## src/rtl/pixel_pack_writer_pkg.sv

```systemverilog
// Shared augmentation package: writer FSM states, lane geometry and sizing helpers.
package pixel_pack_writer_pkg;

    typedef enum logic [1:0] {
        IDLE = 2'd0,
        RUN  = 2'd1,
        DONE = 2'd2
    } state_e;

    localparam int unsigned LANES              = 4;
    localparam int unsigned DEFAULT_NUM_PIXELS = 784;

    // Each image is padded up to whole words.
    function automatic int unsigned words_per_image(input int unsigned num_pixels);
        return (num_pixels + LANES - 1) / LANES;
    endfunction

    localparam int unsigned WORDS_PER_IMAGE = words_per_image(DEFAULT_NUM_PIXELS);

    // Counter width for a terminal value, never narrower than one bit.
    function automatic int unsigned cnt_width(input int unsigned terminal);
        return (terminal > 1) ? $clog2(terminal) : 1;
    endfunction

    // Write enable covering lanes 0..last_lane.
    function automatic logic [3:0] lane_mask(input logic [1:0] last_lane);
        logic [3:0] mask;
        case (last_lane)
            2'd0:    mask = 4'b0001;
            2'd1:    mask = 4'b0011;
            2'd2:    mask = 4'b0111;
            default: mask = 4'b1111;
        endcase
        return mask;
    endfunction

endpackage

```

## src/rtl/byte_lane_packer.sv

```systemverilog
// Packs pixels little-endian into BRAM words and issues registered byte-enabled writes.
module byte_lane_packer
    import pixel_pack_writer_pkg::*;
#(
    parameter int unsigned PIXEL_WIDTH = 8,
    parameter int unsigned DATA_WIDTH  = 32
) (
    input  logic                   clk,
    input  logic                   reset,
    input  logic                   clear,
    input  logic [PIXEL_WIDTH-1:0] pixel,
    input  logic                   pixel_valid,
    input  logic                   last,
    output logic [DATA_WIDTH-1:0]  bram_data,
    output logic [3:0]             bram_w_enable,
    output logic                   write_c
);

    logic [DATA_WIDTH-1:0] acc_q;
    logic [1:0]            idx_q;
    logic [DATA_WIDTH-1:0] merged_c;

    // Accumulator only ever holds filled lanes, so unfilled lanes stay zero.
    always_comb begin
        merged_c = acc_q | (DATA_WIDTH'(pixel) << (int'(idx_q) * PIXEL_WIDTH));
        write_c  = pixel_valid && ((idx_q == 2'd3) || last);
    end

    always_ff @(posedge clk or negedge reset) begin
        if (!reset) begin
            acc_q         <= '0;
            idx_q         <= '0;
            bram_data     <= '0;
            bram_w_enable <= '0;
        end else begin
            bram_w_enable <= '0;
            if (clear) begin
                acc_q <= '0;
                idx_q <= '0;
            end else if (pixel_valid) begin
                if (write_c) begin
                    bram_data     <= merged_c;
                    bram_w_enable <= lane_mask(idx_q);
                    acc_q         <= '0;
                    idx_q         <= '0;
                end else begin
                    acc_q <= merged_c;
                    idx_q <= idx_q + 2'd1;
                end
            end
        end
    end

endmodule

```

## src/rtl/pixel_pack_writer.sv

```systemverilog
// Writes a batch of augmented images into the intermediate-results BRAM, four pixels per word.
module pixel_pack_writer
    import pixel_pack_writer_pkg::*;
#(
    parameter int unsigned              ADDR_WIDTH_PS = 32,
    parameter int unsigned              DATA_WIDTH_PS = 32,
    parameter int unsigned              PIXEL_WIDTH   = 8,
    parameter int unsigned              NUM_PIXELS    = 784,
    parameter int unsigned              NUM_IMAGES    = 8,
    parameter logic [ADDR_WIDTH_PS-1:0] BASE_ADDR     = 32'h0000_0000
) (
    input  logic                     clk,
    input  logic                     reset,
    input  logic                     start,
    input  logic [PIXEL_WIDTH-1:0]   pixel,
    input  logic                     pixel_valid,
    output logic [ADDR_WIDTH_PS-1:0] bram_addr,
    output logic [DATA_WIDTH_PS-1:0] bram_data,
    output logic [3:0]               bram_w_enable,
    output logic                     busy,
    output logic                     batch_done,
    output logic                     overflow
);

    localparam int unsigned WPI         = words_per_image(NUM_PIXELS);
    localparam int unsigned TOTAL_WORDS = NUM_IMAGES * WPI;
    localparam int unsigned PIX_W       = cnt_width(NUM_PIXELS);
    localparam int unsigned IMG_W       = cnt_width(NUM_IMAGES);
    localparam int unsigned WORD_W      = cnt_width(TOTAL_WORDS + 1);

    state_e            state_q, state_d;
    logic [PIX_W-1:0]  pix_cnt_q;
    logic [IMG_W-1:0]  img_cnt_q;
    logic [WORD_W-1:0] word_cnt_q;

    logic start_ok_c, accept_c, last_pix_c, last_img_c, write_c;
    logic busy_d, done_d, overflow_d;

    assign last_pix_c = (pix_cnt_q == PIX_W'(NUM_PIXELS - 1));
    assign last_img_c = (img_cnt_q == IMG_W'(NUM_IMAGES - 1));

    // Next-state and registered-output decode.
    always_comb begin
        state_d    = state_q;
        start_ok_c = 1'b0;
        accept_c   = 1'b0;
        case (state_q)
            IDLE: begin
                if (start) begin
                    state_d    = RUN;
                    start_ok_c = 1'b1;
                end
            end
            RUN: begin
                accept_c = pixel_valid;
                if (pixel_valid && last_pix_c && last_img_c) begin
                    state_d = DONE;
                end
            end
            DONE:    state_d = IDLE;
            default: state_d = IDLE;
        endcase

        busy_d     = (state_d == RUN);
        done_d     = (state_d == DONE);
        overflow_d = overflow;
        if (start_ok_c) begin
            overflow_d = 1'b0;
        end
        if (pixel_valid && (state_q != RUN)) begin
            overflow_d = 1'b1;
        end
    end

    always_ff @(posedge clk or negedge reset) begin
        if (!reset) begin
            state_q    <= IDLE;
            busy       <= 1'b0;
            batch_done <= 1'b0;
            overflow   <= 1'b0;
        end else begin
            state_q    <= state_d;
            busy       <= busy_d;
            batch_done <= done_d;
            overflow   <= overflow_d;
        end
    end

    // Pixel/image position within the batch; the image counter returns to zero on the last pixel.
    always_ff @(posedge clk or negedge reset) begin
        if (!reset) begin
            pix_cnt_q <= '0;
            img_cnt_q <= '0;
        end else if (start_ok_c) begin
            pix_cnt_q <= '0;
            img_cnt_q <= '0;
        end else if (accept_c) begin
            if (last_pix_c) begin
                pix_cnt_q <= '0;
                img_cnt_q <= last_img_c ? '0 : img_cnt_q + 1'b1;
            end else begin
                pix_cnt_q <= pix_cnt_q + 1'b1;
            end
        end
    end

    // Word address advances by one word per write for the whole batch.
    always_ff @(posedge clk or negedge reset) begin
        if (!reset) begin
            word_cnt_q <= '0;
            bram_addr  <= BASE_ADDR;
        end else if (start_ok_c) begin
            word_cnt_q <= '0;
        end else if (write_c) begin
            bram_addr  <= BASE_ADDR + (ADDR_WIDTH_PS'(word_cnt_q) << 2);
            word_cnt_q <= word_cnt_q + 1'b1;
        end
    end

    byte_lane_packer #(
        .PIXEL_WIDTH (PIXEL_WIDTH),
        .DATA_WIDTH  (DATA_WIDTH_PS)
    ) u_packer (
        .clk           (clk),
        .reset         (reset),
        .clear         (start_ok_c),
        .pixel         (pixel),
        .pixel_valid   (accept_c),
        .last          (last_pix_c),
        .bram_data     (bram_data),
        .bram_w_enable (bram_w_enable),
        .write_c       (write_c)
    );

endmodule

```

## config.mk

```make
export PLATFORM = sky130hd
export DESIGN_NAME = pixel_pack_writer
export DESIGN_NICKNAME = d
export VERILOG_FILES = /design/src/rtl/pixel_pack_writer_pkg.sv /design/src/rtl/byte_lane_packer.sv /design/src/rtl/pixel_pack_writer.sv
export SDC_FILE = /design/constraint.sdc
export NUM_CORES = 1
export LEC_CHECK = 0
export ABC_AREA = 1
export CAP_MARGIN = 10
export CORE_MARGIN = 8
export CORE_UTILIZATION = 54
export DETAILED_ROUTE_END_ITERATION = 16
export PLACE_DENSITY_LB_ADDON = 0.3
export SLEW_MARGIN = 20
export SYNTH_ARGS = -nofsm -noshare
export SYNTH_HDL_FRONTEND = slang
export SYNTH_HIERARCHICAL = 1
export SYNTH_SLANG_ARGS = --single-unit
```

## constraint.sdc

```tcl
create_clock -name clk -period 2.4 [get_ports clk]
set_input_delay 0.72 -clock clk [delete_from_list [all_inputs] [get_ports clk]]
set_output_delay 0.72 -clock clk [all_outputs]
set_load 0.05 [all_outputs]
```

### After elaboration in Yosys (flattened, before gate mapping)

Index checks and enable logic that the tools add are counted.

* add/sub/neg operators: 4
* equal/unequal tests: 9
* shifts and indexed selects: 1
* multiplexer cells: 27
* bitwise operators: 2
* reduce and logical (&&, ||, !) cells: 14

Operators with widths (count)
* two-way mux 32 bit: 3
* OR 32 bit: 1
* << shifter 8 x 5 -> 32 bit: 1
* two-way mux 10 bit: 3
* two-way mux 11 bit: 2
* two-way mux 3 bit: 4
* two-way mux 4 bit: 3
* case mux 4 bit (3 select lines): 1
* adder 11 x 1 -> 11 bit (second input constant): 1
* adder 10 x 1 -> 10 bit (second input constant): 1
* equality test 10 bit (second input constant): 1
* two-way mux 2 bit: 5
* nonzero test 2 bit: 4
* equality test 2 x 1 -> 1 bit (second input constant): 3
* equality test 2 bit (second input constant): 3
* two-way mux 1 bit: 5
* logical AND 1 bit: 4
* logical NOT 2 bit: 2
* case mux 2 bit (2 select lines): 1
* AND reduction 2 bit: 2
* adder 3 x 1 -> 3 bit (second input constant): 1
* equality test 3 bit (second input constant): 1
* AND reduction 3 bit: 1
* adder 2 x 1 -> 2 bit (second input constant): 1
* 3 further kinds: 3

* bits in registers: 110
* bits of input ports: 12
* output and inout port bits: 71
* word-level logic and storage cells: 69

### Logic depth before layout (Yosys ltp)

Gate-level depths: netlist of run 1.

* word-level depth: 6
* mapped depth: 12
* gate-level depth less buffers: 12

### Modules after synthesis

The synthesis of run 1 kept the hierarchy.

By module, submodules not included
* byte_lane_packer: instances 1, cells an instance 409, area an instance 3239.4 um2, sequential area each 1751.7 um2
* pixel_pack_writer: instances 1, cells an instance 268, area an instance 2140.8 um2, sequential area each 1001.0 um2

### Worst setup path after synthesis of run 1

OpenSTA, ideal clock, no wires.

* path type: reg2reg
* start: register pix_cnt_q[0]
* end: register word_cnt_q[7]
* arrival time: 1.812 ns
* required time: 2.280 ns
* path slack: 0.468 ns
* cell stages (with the launch flop): 10
* path buffers: 0
* period minus slack after synthesis: 1.932 ns
* cell sequence: dfrtp_1 ha_1 nand3_1 nor2_4 nor2_4 nor2_1 nand2_1 nor2_2 nand4_1 and3_1

* word-level cells in the longest chain between the ends: 4

Ends and longest elaborated chain
* from (decl): RTL line pixel_pack_writer.sv:32 `logic [PIX_W-1:0] pix_cnt_q;`
* from (signal assigned): RTL line pixel_pack_writer.sv:102 `pix_cnt_q <= pix_cnt_q + 1'b1;`
* equality test 10 bit: RTL line pixel_pack_writer.sv:39 `assign last_pix_c = (pix_cnt_q == PIX_W'(NUM_PIXELS - 1));`
* via last_pix_c: RTL line pixel_pack_writer.sv:36 `logic start_ok_c, accept_c, last_pix_c, last_img_c, write_c;`
* logical OR 1 bit: RTL line byte_lane_packer.sv:26 `write_c = pixel_valid && ((idx_q == 2'd3) || last);`
* logical AND 1 bit: RTL line byte_lane_packer.sv:26
* via write_c: RTL line pixel_pack_writer.sv:36
* nonzero test 2 bit (no source line)
* to (signal assigned): RTL line pixel_pack_writer.sv:116 `word_cnt_q <= word_cnt_q + 1'b1;`
* to (decl): RTL line pixel_pack_writer.sv:34 `logic [WORD_W-1:0] word_cnt_q;`

The timed path passes the listed nets, and every way through them passes these cells.
A chain may end at the register's enable or synchronous reset.

### Worst setup path after layout of run 1

* start: register u_packer.bram_data[31]
* end: output bram_data[31]

RTL lines
* from (decl): RTL line byte_lane_packer.sv:14 `output logic [DATA_WIDTH-1:0] bram_data,`
* from (signal assigned): RTL line byte_lane_packer.sv:42 `bram_data <= merged_c;`
* to (decl): RTL line pixel_pack_writer.sv:18 `output logic [DATA_WIDTH_PS-1:0] bram_data,`

No word-level cell between the ends.

==> results.ini, run 1 <==
[outcome]
outcome = finished, final reports clean

[floorplan]
die_area_sq_um = 13400
die_h_um = 116
io-pin-count = 83
core_sq_um = 9730
rows = 36
start_util_pct = 55.3
die_w_um = 116

[timing]
tns_ns = 0
min_period_ns = 2.28
grt_setup_unrepaired = no
slew_viol_final = 0
hold_viol_final = 0
slew_headroom_pct = 50.3
layout_worst_path_cycle_share_pct = 95.2
fin_ws_ns = 0.116
hold_slack_ns = 0.389
tightest_slew_ns = 0.744
fmax_mhz = 438
setup_viol = 0
fin_skew_ns = 0.0174

[routing]
routed_wl_um = 11400
routedWlPerCell_um = 13.1
vias_per_cell = 4.83
drc = 0
via_count = 4229
antenna_left = 0
first_pass_iters = 4
first_iter_violations = 277

[final_layout]
diodes = 0
stdcell_count = 876
finalNetCount = 757
finalInstanceArea_sq_um = 6190
drive_gt1_share_pct = 7.13
syn_to_final_growth_pct = 15.0

[flow_run]
maxCapViolCount = 0

[setup_path]
path_delay_family = buffers and inverters
crit_chain = clkdlybuf4s50_1
regToRegSetupSlack_ns = 0.24
cp-start-kind = flop
endpoint_kind = output port
slowest_delay_ns = 0.81
path_max_fanout = 2
critical_path_arrival_ns = 1.56
cp.buffers_inverters = 1
critPathSlowestCell = clkdlybuf4s50_1
cp.required_ns = 1.68
critical_path_class = reg2out

[grt]
grt_max_degree = 111
grtUsageTotal_pct = 17.8
grt-ovfl-total = 0
grt_pass1_wl_um = 19400
antenna_found_initial = 0
grt_pass1_vias = 4186

[cts]
clkTransAtPathRegs_ns = 0.11
clockBufferDepth = 2
post_cts_buffers = 0
cts_buffers = 9
cts_hold_buffers = 0
ctsResizeCount = 0
cts_tree = yes
cts_root_buf = clkbuf_8
cts_num_sinks = 110
htree_levels = 3
clk-insertion-delay-late_ns = 0.37

[power_and_ir_drop]
leakagePower_uw = 0.00347
cellPowerDensity_nw_per_um2 = 1070
vdd_drop_max_mv = 0.693

[yosys]
async_reset_ff_share_pct = 100
ys_warn_count = 6
yosysTopAreaCellShare_pct = 51.2
synth_cell_type_count = 26
synth_edf_count = 0
ys_seq_elements = 110
synth.top_cells.by_count = nand2_1, dfrtp_1, inv_1
seq_area_frac_synth_pct = 51.2
yosysTopAreaCell = dfrtp_1
synthCells = 677
yosysMostFrequentCell = nand2_1
synth_ff_type = dfrtp_1
netlist_area_sq_um = 5380
yosys-top-cells-area = dfrtp_1, nand2_1, inv_1, buf_4, nand3_1
syn_avg_cell_area_sq_um = 7.95

[min_path]
hold_class = in2async

[placement]
place_congestion = 0.813
post-place-ws_ns = -0.0482
dp_hpwl_um = 8000
port_buffers = 61
dp_cells = 860
dpl-instance-area_sq_um = 6010

==> per-layer routing <==
layer / routed length (um) / track usage [%] / vias to the layer above / part of all wire (%)
met5: 0 / 0 / - / 0
met4: 61 / 5.53 / 0 / 0.53
met3: 518 / 3.28 / 6 / 4.5
met2: 5870 / 30.9 / 79 / 51
met1: 5000 / 22.0 / 2021 / 44
li1: - / - / 2123 / -
==> cell type report <==
class	instances	area (sq um)
Fill cell	872	3540
Sequential cell	110	2750
Multi-Input combinational cell	463	2060
Timing Repair Buffer	74	731
Inverter	80	300
Tap cell	133	166
Clock buffer	9	124
Clock inverter	7	56.3
==> through the flow <==
stage                     utilization (%)  power (uW)
after floorplan                         -        4750
after global placement               61.8        5530
after detailed placement             61.8        5600
after CTS                            63.6        6660
after global routing                 63.6        7030
final                                63.6        6610
==> layout by cell type, fill, tap and decap left out, types with 2 or more instances in the layout <==
master,n
o21ai_1,3
o21ai_0,15
a21oi_1,5
clkbuf_8,9
nand4_1,8
ha_1,7
o21bai_1,18
nor2_4,5
inv_1,77
nand3_1,29
nor2_2,5
buf_4,12
inv_2,2
clkdlybuf4s50_1,60
nand3_2,2
clkinvlp_4,3
nor2_1,28
inv_6,2
nand2_1,304
nor3_1,2
dfrtp_1,110
nand2_2,6
nor3_2,2
buf_12,2
conb_1,21
==> path summary, 6_finish.rpt <==
| path | startpoint | endpoint | cells past startpoint |
|---|---|---|---|
| min reg2reg | overflow | overflow | 2 |
| max in group asynchronous | reset | u_packer/acc_q[2] | 2 |
| min in group clk | overflow | overflow | 2 |
| max | u_packer/bram_data[31] | bram_data[31] | 1 |
| max reg2reg | pix_cnt_q[0] | word_cnt_q[9] | 10 |
| min | reset | bram_addr[9] | 2 |
==> kinds of logic (layout without fill, tap and decap cells) <==
group           after synthesis  in the layout  synth area share (%)
buf+inv                     124            170                  12.0
fa+ha+maj                     7              7                  1.63
flops                       110            110                  51.2
simple gates                393            393                  30.4
compound gates               41             41                  4.65
other cells                   1             21                0.0697
xor+xnor                      1              1                 0.163
==> state kept, by name (all words and copies together), names as in the netlist <==
register                cells
u_packer/acc_q             32
u_packer/bram_data         32
bram_addr                  11
word_cnt_q                 11
pix_cnt_q                  10
u_packer/bram_w_enable      4
img_cnt_q                   3
state_q                     2
u_packer/idx_q              2
batch_done                  1
busy                        1
overflow                    1
==> report_power, final <==
group	leakage (uW)	internal, uW	switching (uW)
combinational	0.00191	910	2010
clock	0.0000842	391	662
sequential	0.00148	2310	324
No activity file was read; power rests on OpenSTA's default activity.
==> inputs of run 2 (changes only) <==
--- a/config.mk
+++ b/config.mk
@@ -7,8 +7,7 @@
 export LEC_CHECK = 0
 export ABC_AREA = 1
 export CAP_MARGIN = 10
-export CORE_MARGIN = 8
-export CORE_UTILIZATION = 54
+export CORE_UTILIZATION = 49
 export DETAILED_ROUTE_END_ITERATION = 16
 export PLACE_DENSITY_LB_ADDON = 0.3
 export SLEW_MARGIN = 20
==> constraint.sdc (replaced) <==
create_clock -name clk -period 2.09 [get_ports clk]
set_input_delay 0.627 -clock clk [delete_from_list [all_inputs] [get_ports clk]]
set_output_delay 0.627 -clock clk [all_outputs]
set_load 0.05 [all_outputs]
==> results.ini, run 2 (synthesized netlist as in run 1, its figures left out) <==
[cts]
post_cts_buffers = 0  ; unchanged
clk-insertion-delay-late_ns = 0.38  ; about the same
htree_levels = 3  ; unchanged
cts_tree = yes
clkTransAtPathRegs_ns = 0.12  ; about the same
clockBufferDepth = 2  ; unchanged
cts_num_sinks = 110  ; unchanged
cts_buffers = 9  ; unchanged
cts_root_buf = clkbuf_8

[final_layout]
diodes = 0  ; unchanged
finalNetCount = 769  ; +1.6%
finalInstanceArea_sq_um = 6220  ; +0.49%
utilization_pct = 59.4  ; -4.2 points
syn_to_final_growth_pct = 15.6
drive_gt1_share_pct = 15.2  ; +8.1 points
final_common_cell = nand2_1
layout_common_cells = nand2_1, dfrtp_1, inv_1
reg_top3 = u_packer/acc_q (32), u_packer/bram_data (32)

[timing]
min_period_ns = 1.89
setup_viol = 0  ; unchanged
slew_viol_final = 0  ; unchanged
layout_worst_path_cycle_share_pct = 90.2
grt_setup_unrepaired = yes
fmax_mhz = 530
fin_skew_ns = 0.0175  ; +0.0000393 ns
hold_viol_final = 0  ; unchanged

[routing]
drc = 0  ; unchanged
vias_per_cell = 4.74  ; -1.7%
via_count = 4227  ; -0.047%
first_pass_iters = 4  ; unchanged
antenna_left = 0  ; unchanged
first_iter_violations = 261  ; -5.8%
routedWlPerCell_um = 12.5  ; -4.1%
routed_wl_um = 11200  ; -2.4%

[setup_path]
path_delay_family = buffers and inverters
crit_chain = clkdlybuf4s50_1, nand2_1, inv_1, inv_1, buf_4, nor2_4, nand2_4, nand2_1, nand2_1, inv_1
cp.required_ns = 2.40  ; +0.72 ns
critPathSlowestCell = clkdlybuf4s50_1
endpoint_kind = flop
cp-start-kind = input port
r2r_end = word_cnt_q[9]
critical_path_class = in2reg
cp.buffers_inverters = 5  ; +4
r2r-start = pix_cnt_q[0]
path_max_fanout = 33  ; +31
slowest_delay_ns = 0.49  ; -0.32 ns
regToRegSetupSlack_ns = 0.26  ; +0.02 ns
crit_path_start = pixel_valid
critical_path_arrival_ns = 2.20  ; +0.64 ns
rr_worst_depth = 11  ; +1

[floorplan]
core_sq_um = 10500  ; +7.5%
io-pin-count = 83  ; unchanged
start_util_pct = 51.4  ; -3.9 points
rows = 37  ; +2.8%
die_h_um = 107  ; -7.8%
die_w_um = 107  ; -7.8%
die_area_sq_um = 11400  ; -15%

[placement]
place_congestion = 0.796  ; -2.0%
port_buffers = 61  ; unchanged
dp_hpwl_um = 7760  ; -3.0%
dpl-instance-area_sq_um = 6010  ; about the same

[grt]
grt_use_met2_pct = 34.3  ; +3.4 points
grt_max_degree = 44  ; -60%
gr-max-usage-layer = met2
grt_pass1_wl_um = 18800  ; -3.2%
grtUsageMet3_pct = 2.86  ; -0.43 points
antenna_found_initial = 0  ; unchanged
grt_pass1_vias = 4070  ; -2.8%
grtUsageTotal_pct = 20.6  ; +2.8 points
grt-ovfl-total = 0  ; unchanged
use_met1_pct = 27.7  ; +5.7 points

[flow_run]
maxCapViolCount = 0  ; unchanged

[power_and_ir_drop]
leakagePower_uw = 0.00364  ; +4.9%
vdd_drop_max_mv = 0.769  ; +11%
cellPowerDensity_nw_per_um2 = 1220  ; +14%

[min_path]
hold_class = in2async

[outcome]
outcome = finished, final reports clean

-- run 2: through the flow --
stage          hold WS, ns  setup TNS, ns  setup WS, ns  cells  power [uW]
2_1_floorplan        0.331              0         0.158    697        5450
3_3_place_gp         0.458          -9.83        -0.230    874        6290
3_5_place_dp         0.466         -14.37        -0.300    874        6370
4_1_cts              0.163              0        0.0333    890        7600
5_1_grt              0.169        -0.0155       -0.0155    891        8050
6_report             0.158              0         0.204    891        7560
-- run 2: what timing repair did --
item                                    CTS  global route
resized for setup                         2             5
gates cloned                              0             1
hold buffers                              0             0
endpoints found under the setup margin    2            38
pin swaps                                 0             1
endpoints found under the hold margin     0             0
-- run 2: worst max-delay path by stage --
stage	end	slack, ns	depth (start not counted)
floorplan	word_cnt_q[7]	0.16	9
global placement	word_cnt_q[7]	-0.23	9
detailed placement	word_cnt_q[9]	-0.30	10
CTS	word_cnt_q[9]	0.03	10
global route	word_cnt_q[9]	-0.02	11
finish	u_packer/acc_q[16]	0.20	10
-- run 2: final cells by class --
type                    instances  area (sq um)
fillers                       964          4240
flip-flops and latches        110          2750
multi-input cells             464          2090
repair buffers                 85           728
inverters                      80           300
well taps                     136           170
clock buffers                  10           128
clock inverters                 6          55.1
-- run 2: metal layers --
layer | wire length (um) | vias up
li1 | - | 2152
met5 | 0 | -
met4 | 110 | 0
met3 | 456 | 10
met1 | 5140 | 1967
met2 | 5460 | 98
-- run 2: worst reg2reg max path: cells and delay by family (launching register included) --
family	cells	cell delay, ns
simple gates	10	1.15
flops	1	0.40
fa+ha+maj	1	0.23
-- run 2: power breakdown --
group / switching [uW] / internal (uW)
combinational: 2350 / 985
clock: 758 / 459
sequential: 355 / 2650
total: 3460 / 4100
==> edit 1: new RTL, config.mk and constraints of run 1 <==
`DATA_WIDTH_PS`: 32 -> 40.
--- a/src/rtl/pixel_pack_writer.sv
+++ b/src/rtl/pixel_pack_writer.sv
@@ -4,5 +4,5 @@
 #(
     parameter int unsigned              ADDR_WIDTH_PS = 32,
-    parameter int unsigned              DATA_WIDTH_PS = 32,
+    parameter int unsigned              DATA_WIDTH_PS = 40,
     parameter int unsigned              PIXEL_WIDTH   = 8,
     parameter int unsigned              NUM_PIXELS    = 784,
Interface: changed (resized bram_data); port bits go from 83 to 91. No check against the original RTL was run, so the function may have changed too.
==> edit 1 against run 1 <==
  * Maximum frequency down 1.6%
  * Total power up 4.9%
  * Wire length up 1.9%
  * Clock power up 26%
  * Area after synthesis up 1.6%
  * Cell area up 1.8%
  * Sequential cell count unchanged
  * Register-to-register slack better by 0.04 ns
  * Setup slack worse by 0.036 ns
  * Die area up 1.4%
  * First-iteration DRC count up 2.9%
==> edit 1: results (changes against run 1) <==
----------------------------------------------------
[GRT]
  Total global routing track utilization ... 18.4% (was 17.8%)
  Met1 Track Usage GR ... 21.9% (was 22.0%)
  Wire length of the first global-routing pass ... 20.0 mm (was 19.4 mm)
  Vias in the first global route ... 4370 (was 4186)
  Initial antenna violation count ... 0 (unchanged)
  Largest net degree at the start of global routing ... 55 (was 111)
  GRT met2 Usage ... 32.0% (was 30.9%)
  Met3 Use GR ... 3.41% (was 3.28%)

[Cells and area]
  Antenna diodes ... 0 (unchanged)
  Layout filler cell count ... 892 (was 872)
  Area added between synthesis and finish ... 15.2% (was 15.0%)
  Total Nets Final ... 765 (was 757)
  Share of post-route cells with drive strength above 1 ... 7.59% (was 7.13%)

[Placement]
  Post-place instance area ... 0.00606 mm² (was 0.00601 mm²)
  Detail Placement HPWL ... 8.32 mm (was 8.00 mm)
  RePlAce Congestion ... 0.805 (was 0.813)

[STA]
  Tightest Pin Transition ... 0.772 ns (was 0.744 ns)
  Worst clock skew on the final layout ... 0.00980 ns (was 0.0174 ns)

[Setup path]
  Worst reg-to-reg setup slack ... 0.28 ns (was 0.24 ns)
  Data arrival time at the worst-slack endpoint ... 1.60 ns (was 1.56 ns)
  Worst R2R Start ... pix_cnt_q[0] (unchanged)
  Timing endpoint of the critical path ... bram_data[9] (was bram_data[31])
  CP peak stage delay ... 0.83 ns (was 0.81 ns)
  CP delay by family, top ... buffers and inverters (unchanged)
  Launch point of the critical path ... u_packer/bram_data[9] (was u_packer/bram_data[31])
  Length in cells of the worst reg-to-reg path ... 7 (was 10)
  Capture instance of the worst register-to-register path ... u_packer/bram_data[29] (was word_cnt_q[9])
  Crit Path Max Fanout ... 2 (unchanged)

[Clocking]
  Number of post-CTS setup repair buffers ... 0 (unchanged)
  Quantity of gates resized following cts ... 0 (unchanged)

[Logic synthesis]
  XOR/XNOR Fraction of Synth Area ... 0.160% (was 0.163%)
  Area fraction in compound gates after synthesis ... 4.85% (was 4.65%)
  Count of unique library cells instantiated by Yosys ... 29 (was 26)
  Sequential element share of the synthesized area ... 50.3% (was 51.2%)
  Post-synthesis adder-cell area fraction ... 1.60% (was 1.63%)
  Cell types occupying the most area after synthesis ... dfrtp_1, nand2_1, inv_1 (unchanged)
  Ranking of synthesized cells by instance count ... nand2_1, dfrtp_1, inv_1, buf_4, nand3_1 (unchanged)

[Pwr]
  Leakage ... 3.55 nW (was 3.47 nW)
  Peak ir drop on the vdd network ... 0.000704 V (was 0.000693 V)

[Route]
  Detailed-route via count ... 4265 (was 4229)
  Number of DRC violations after detailed-routing iteration 0 ... 285 (was 277)
  Average detailed-routed wire length per instance ... 13.2 µm (was 13.1 µm)

[Outcome]
  Status ... complete, no violations (unchanged)

----------------------------------------------------
## edit 1: cell types whose count changed after synthesis, moves of 2 or more
cell / delta
buf_2: +3
o21bai_2: +3
clkbuf_8: +3
buf_6: -2
o21bai_1: -3
buf_4: +4
## edit 1: power breakdown
group	internal [mW]	total [mW]	leakage, nW	switching, mW
Combinational	0.911	2.97	1.96	2.06
Clock	0.692	1.32	0.112	0.629
Sequential	2.31	2.65	1.48	0.334
Total	3.91	6.93	3.55	3.02
## edit 1: final cells by class
| class | instances | share of cell area, % |
|---|---|---|
| Multi-Input combinational cell | 470 | 33.5 |
| Clock inverter | 6 | 1.75 |
| Sequential cell | 110 | 43.7 |
| Tap cell | 133 | 2.64 |
| Clock buffer | 10 | 2.03 |
| Timing Repair Buffer | 74 | 11.6 |
| Inverter | 81 | 4.83 |
## edit 1: worst min path at each step
stage                                start                endpoint  slack (ns)  cells after the start
floorplan                            reset              batch_done        0.42                      0
global placement              img_cnt_q[1]            img_cnt_q[1]        0.46                      2
detailed placement  u_packer/bram_data[20]  u_packer/bram_data[20]        0.46                      2
CTS                                  reset           word_cnt_q[9]        0.24                      1
global route                         reset           word_cnt_q[8]        0.25                      1
finish                               reset            img_cnt_q[1]        0.24                      1
## edit 1: through the flow
step           worst slack, ns  std cells  hold WS [ns]
2_1_floorplan            0.468        713         0.424
3_3_place_gp           -0.0587        868         0.460
3_5_place_dp            -0.149        868         0.465
4_1_cts                 0.0617        884         0.242
5_1_grt                 0.0330        884         0.255
6_report                0.0793        884         0.245
## edit 1: per-layer routing
| metal | part of all wire (%) | vias to the layer above |
|---|---|---|
| met5 | 0 | - |
| met4 | 1.7 | 0 |
| met3 | 4.9 | 16 |
| met2 | 50 | 88 |
| met1 | 44 | 2023 |
| li1 | - | 2138 |
==> edit 2: new RTL, settings of run 1 <==
Without the edit above. Make the reset (`reset`) synchronous in 4 clocked blocks.
--- a/src/rtl/byte_lane_packer.sv
+++ b/src/rtl/byte_lane_packer.sv
@@ -27,5 +27,5 @@
     end
 
-    always_ff @(posedge clk or negedge reset) begin
+    always_ff @(posedge clk) begin
         if (!reset) begin
             acc_q         <= '0;
--- a/src/rtl/pixel_pack_writer.sv
+++ b/src/rtl/pixel_pack_writer.sv
@@ -73,5 +73,5 @@
     end
 
-    always_ff @(posedge clk or negedge reset) begin
+    always_ff @(posedge clk) begin
         if (!reset) begin
             state_q    <= IDLE;
@@ -88,5 +88,5 @@
 
     // Pixel/image position within the batch; the image counter returns to zero on the last pixel.
-    always_ff @(posedge clk or negedge reset) begin
+    always_ff @(posedge clk) begin
         if (!reset) begin
             pix_cnt_q <= '0;
@@ -106,5 +106,5 @@
 
     // Word address advances by one word per write for the whole batch.
-    always_ff @(posedge clk or negedge reset) begin
+    always_ff @(posedge clk) begin
         if (!reset) begin
             word_cnt_q <= '0;
Behaviour: differs if reset is asserted again (counterexample within 4 cycles, from zero or initial values and one cycle with reset low); with reset held inactive, the same outputs for 4 cycles.
==> edit 2 against run 1 <==
  * Cell area decreased by 3.4%
  * Critical endpoint is now bram_data[11]
  * Sequential cell count stayed put
  * Highest routed layer unchanged
  * Sequential share of layout area shrank 7.6 points
  * Utilization down 1.3 points
  * Setup slack gained 0.0022 ns
  * Wire length is 5.1% lower
  * Largest cell class is now multi-input combinational cells
  * Area after synthesis fell by 2.9%
Power is not compared: it rests on default switching activity, and its combinational part moved more than twofold at a synthesized area within 25%.
==> edit 2: results (changes against run 1) <==
----------------------------------------------------
[Logic synthesis]
  Count of unique library cells instantiated by Yosys ... 38 (was 26)
  Primary FF master, synth ... dfxtp_1 (was dfrtp_1)
  Share of flip-flops with an asynchronous set or reset after synthesis ... 0% (was 100%)
  Sequential element share of the synthesized area ... 42.1% (was 51.2%)
  Ranking of synthesized cells by instance count ... nand2_1, nor2_1, dfxtp_1, inv_1, o21ai_0 (was nand2_1, dfrtp_1, inv_1, buf_4, nand3_1)
  Cell types occupying the most area after synthesis ... dfxtp_1, nand2_1, nor2_1 (was dfrtp_1, nand2_1, inv_1)

[Clocking]
  Maximum buffer depth of the clock tree ... 2 (unchanged)
  Clock-pin slew reported for the worst setup and hold paths after clock tree synthesis ... approximately 0.1 ns
  Number of buffers inserted during clock tree synthesis ... 9 (unchanged)
  Quantity of gates resized following cts ... 0 (unchanged)

[Route]
  Pre-Repair DR Iteration Count ... 5 (was 4)
  Detailed-route vias per instance ... 4.80 (was 4.83)
  Number of DRC violations after detailed-routing iteration 0 ... 222 (was 277)
  Number of nets with antenna violations after routing ... 0 (unchanged)
  Final routed wirelength across all metal layers ... 10.9 mm (was 11.4 mm)

[Cells and area]
  Total Nets Final ... 737 (was 757)
  Share of post-route cells with drive strength above 1 ... 12.2% (was 7.13%)
  Antenna diodes ... 0 (unchanged)

[Setup path]
  Length in cells of the worst reg-to-reg path ... 12 (was 10)
  CP peak stage delay ... between 0.8 and 0.9 ns
  CP delay by family, top ... buffers and inverters (unchanged)

[Placement]
  Number of buffers added on ports ... 61 (unchanged)
  Post-place instance area ... 0.00579 mm² (was 0.00601 mm²)
  RePlAce Congestion ... 0.820 (was 0.813)
  Setup Slack @ Placement ... 0.00375 ns (was -0.0482 ns)
  Detail Placement HPWL ... 7.80 mm (was 8.00 mm)

[GRT]
  Largest net degree at the start of global routing ... 65 (was 111)
  Total global routing track utilization ... 17.2% (was 17.8%)
  Wire length of the first global-routing pass ... 18.4 mm (was 19.4 mm)
  Vias in the first global route ... 3954 (was 4186)

[STA]
  Tightest Pin Transition ... 0.533 ns (was 0.744 ns)
  Worst clock skew on the final layout ... 0.0116 ns (was 0.0174 ns)

[Outcome]
  Status ... complete, no violations (unchanged)

[Pwr]
  Leakage ... 2.55 nW

[Min path]
  Class of the tightest hold or removal check ... register to register (was input pin to async pin)

----------------------------------------------------
==> edit 2: cell type report <==
| class | instances | area (µm²) |
|---|---|---|
| timing repair buffer | 73 | 738 |
| tap | 133 | 166 |
| fill | 870 | 3620 |
| clock inverter | 5 | 42.5 |
| multi-input combinational | 439 | 2370 |
| clock buffer | 11 | 141 |
| sequential | 110 | 2200 |
| inverter | 84 | 319 |
==> edit 2: path summary, 6_finish.rpt <==
path                     startpoint       endpoint  slack [ns]
max          u_packer/bram_data[11]  bram_data[11]        0.12
min reg2reg            img_cnt_q[1]   img_cnt_q[1]        0.50
min                    img_cnt_q[1]   img_cnt_q[1]        0.50
max reg2reg            pix_cnt_q[0]   bram_addr[5]        0.31
==> edit 2: power by group <==
group	total, mW	switching (mW)	internal (mW)
clock	1.04	0.623	0.416
sequential	1.84	0.00608	1.83
combinational	0.261	0.192	0.0693
total	3.14	0.821	2.32
==> edit 2: metal layers <==
layer  up-vias  track usage, %  share of wire, %
met5         -               0                 0
met3        11            4.01               5.5
met1      1849            20.6                44
met4         0            4.88               1.1
met2        98            30.0                50
li1       2148               -                 -
==> edit 2: cells by family (layout without fill, tap and decap cells) <==
family,Yosys count,count (layout),share of synthesized area (%)
AOI/OAI and AO/OA,90,90,9.89
xor gates and xnor gates,5,5,0.838
adders and majority gates,8,8,1.92
buffers and inverters,133,173,14.0
DFF,110,110,42.1
other,1,21,0.0718
and+or+nand+nor,315,315,31.1
==> edit 2: stage by stage <==
| stage | hold slack [ns] | util [%] | power, mW | instances |
|---|---|---|---|---|
| 2_1_floorplan | 0.450 | - | 2.11 | 682 |
| 3_3_place_gp | 0.469 | 60.4 | 2.14 | 839 |
| 3_5_place_dp | 0.491 | 60.4 | 2.14 | 839 |
| 4_1_cts | 0.510 | 62.3 | 3.17 | 855 |
| 5_1_grt | 0.525 | 62.3 | 3.28 | 855 |
| 6_report | 0.505 | 62.3 | 3.14 | 855 |
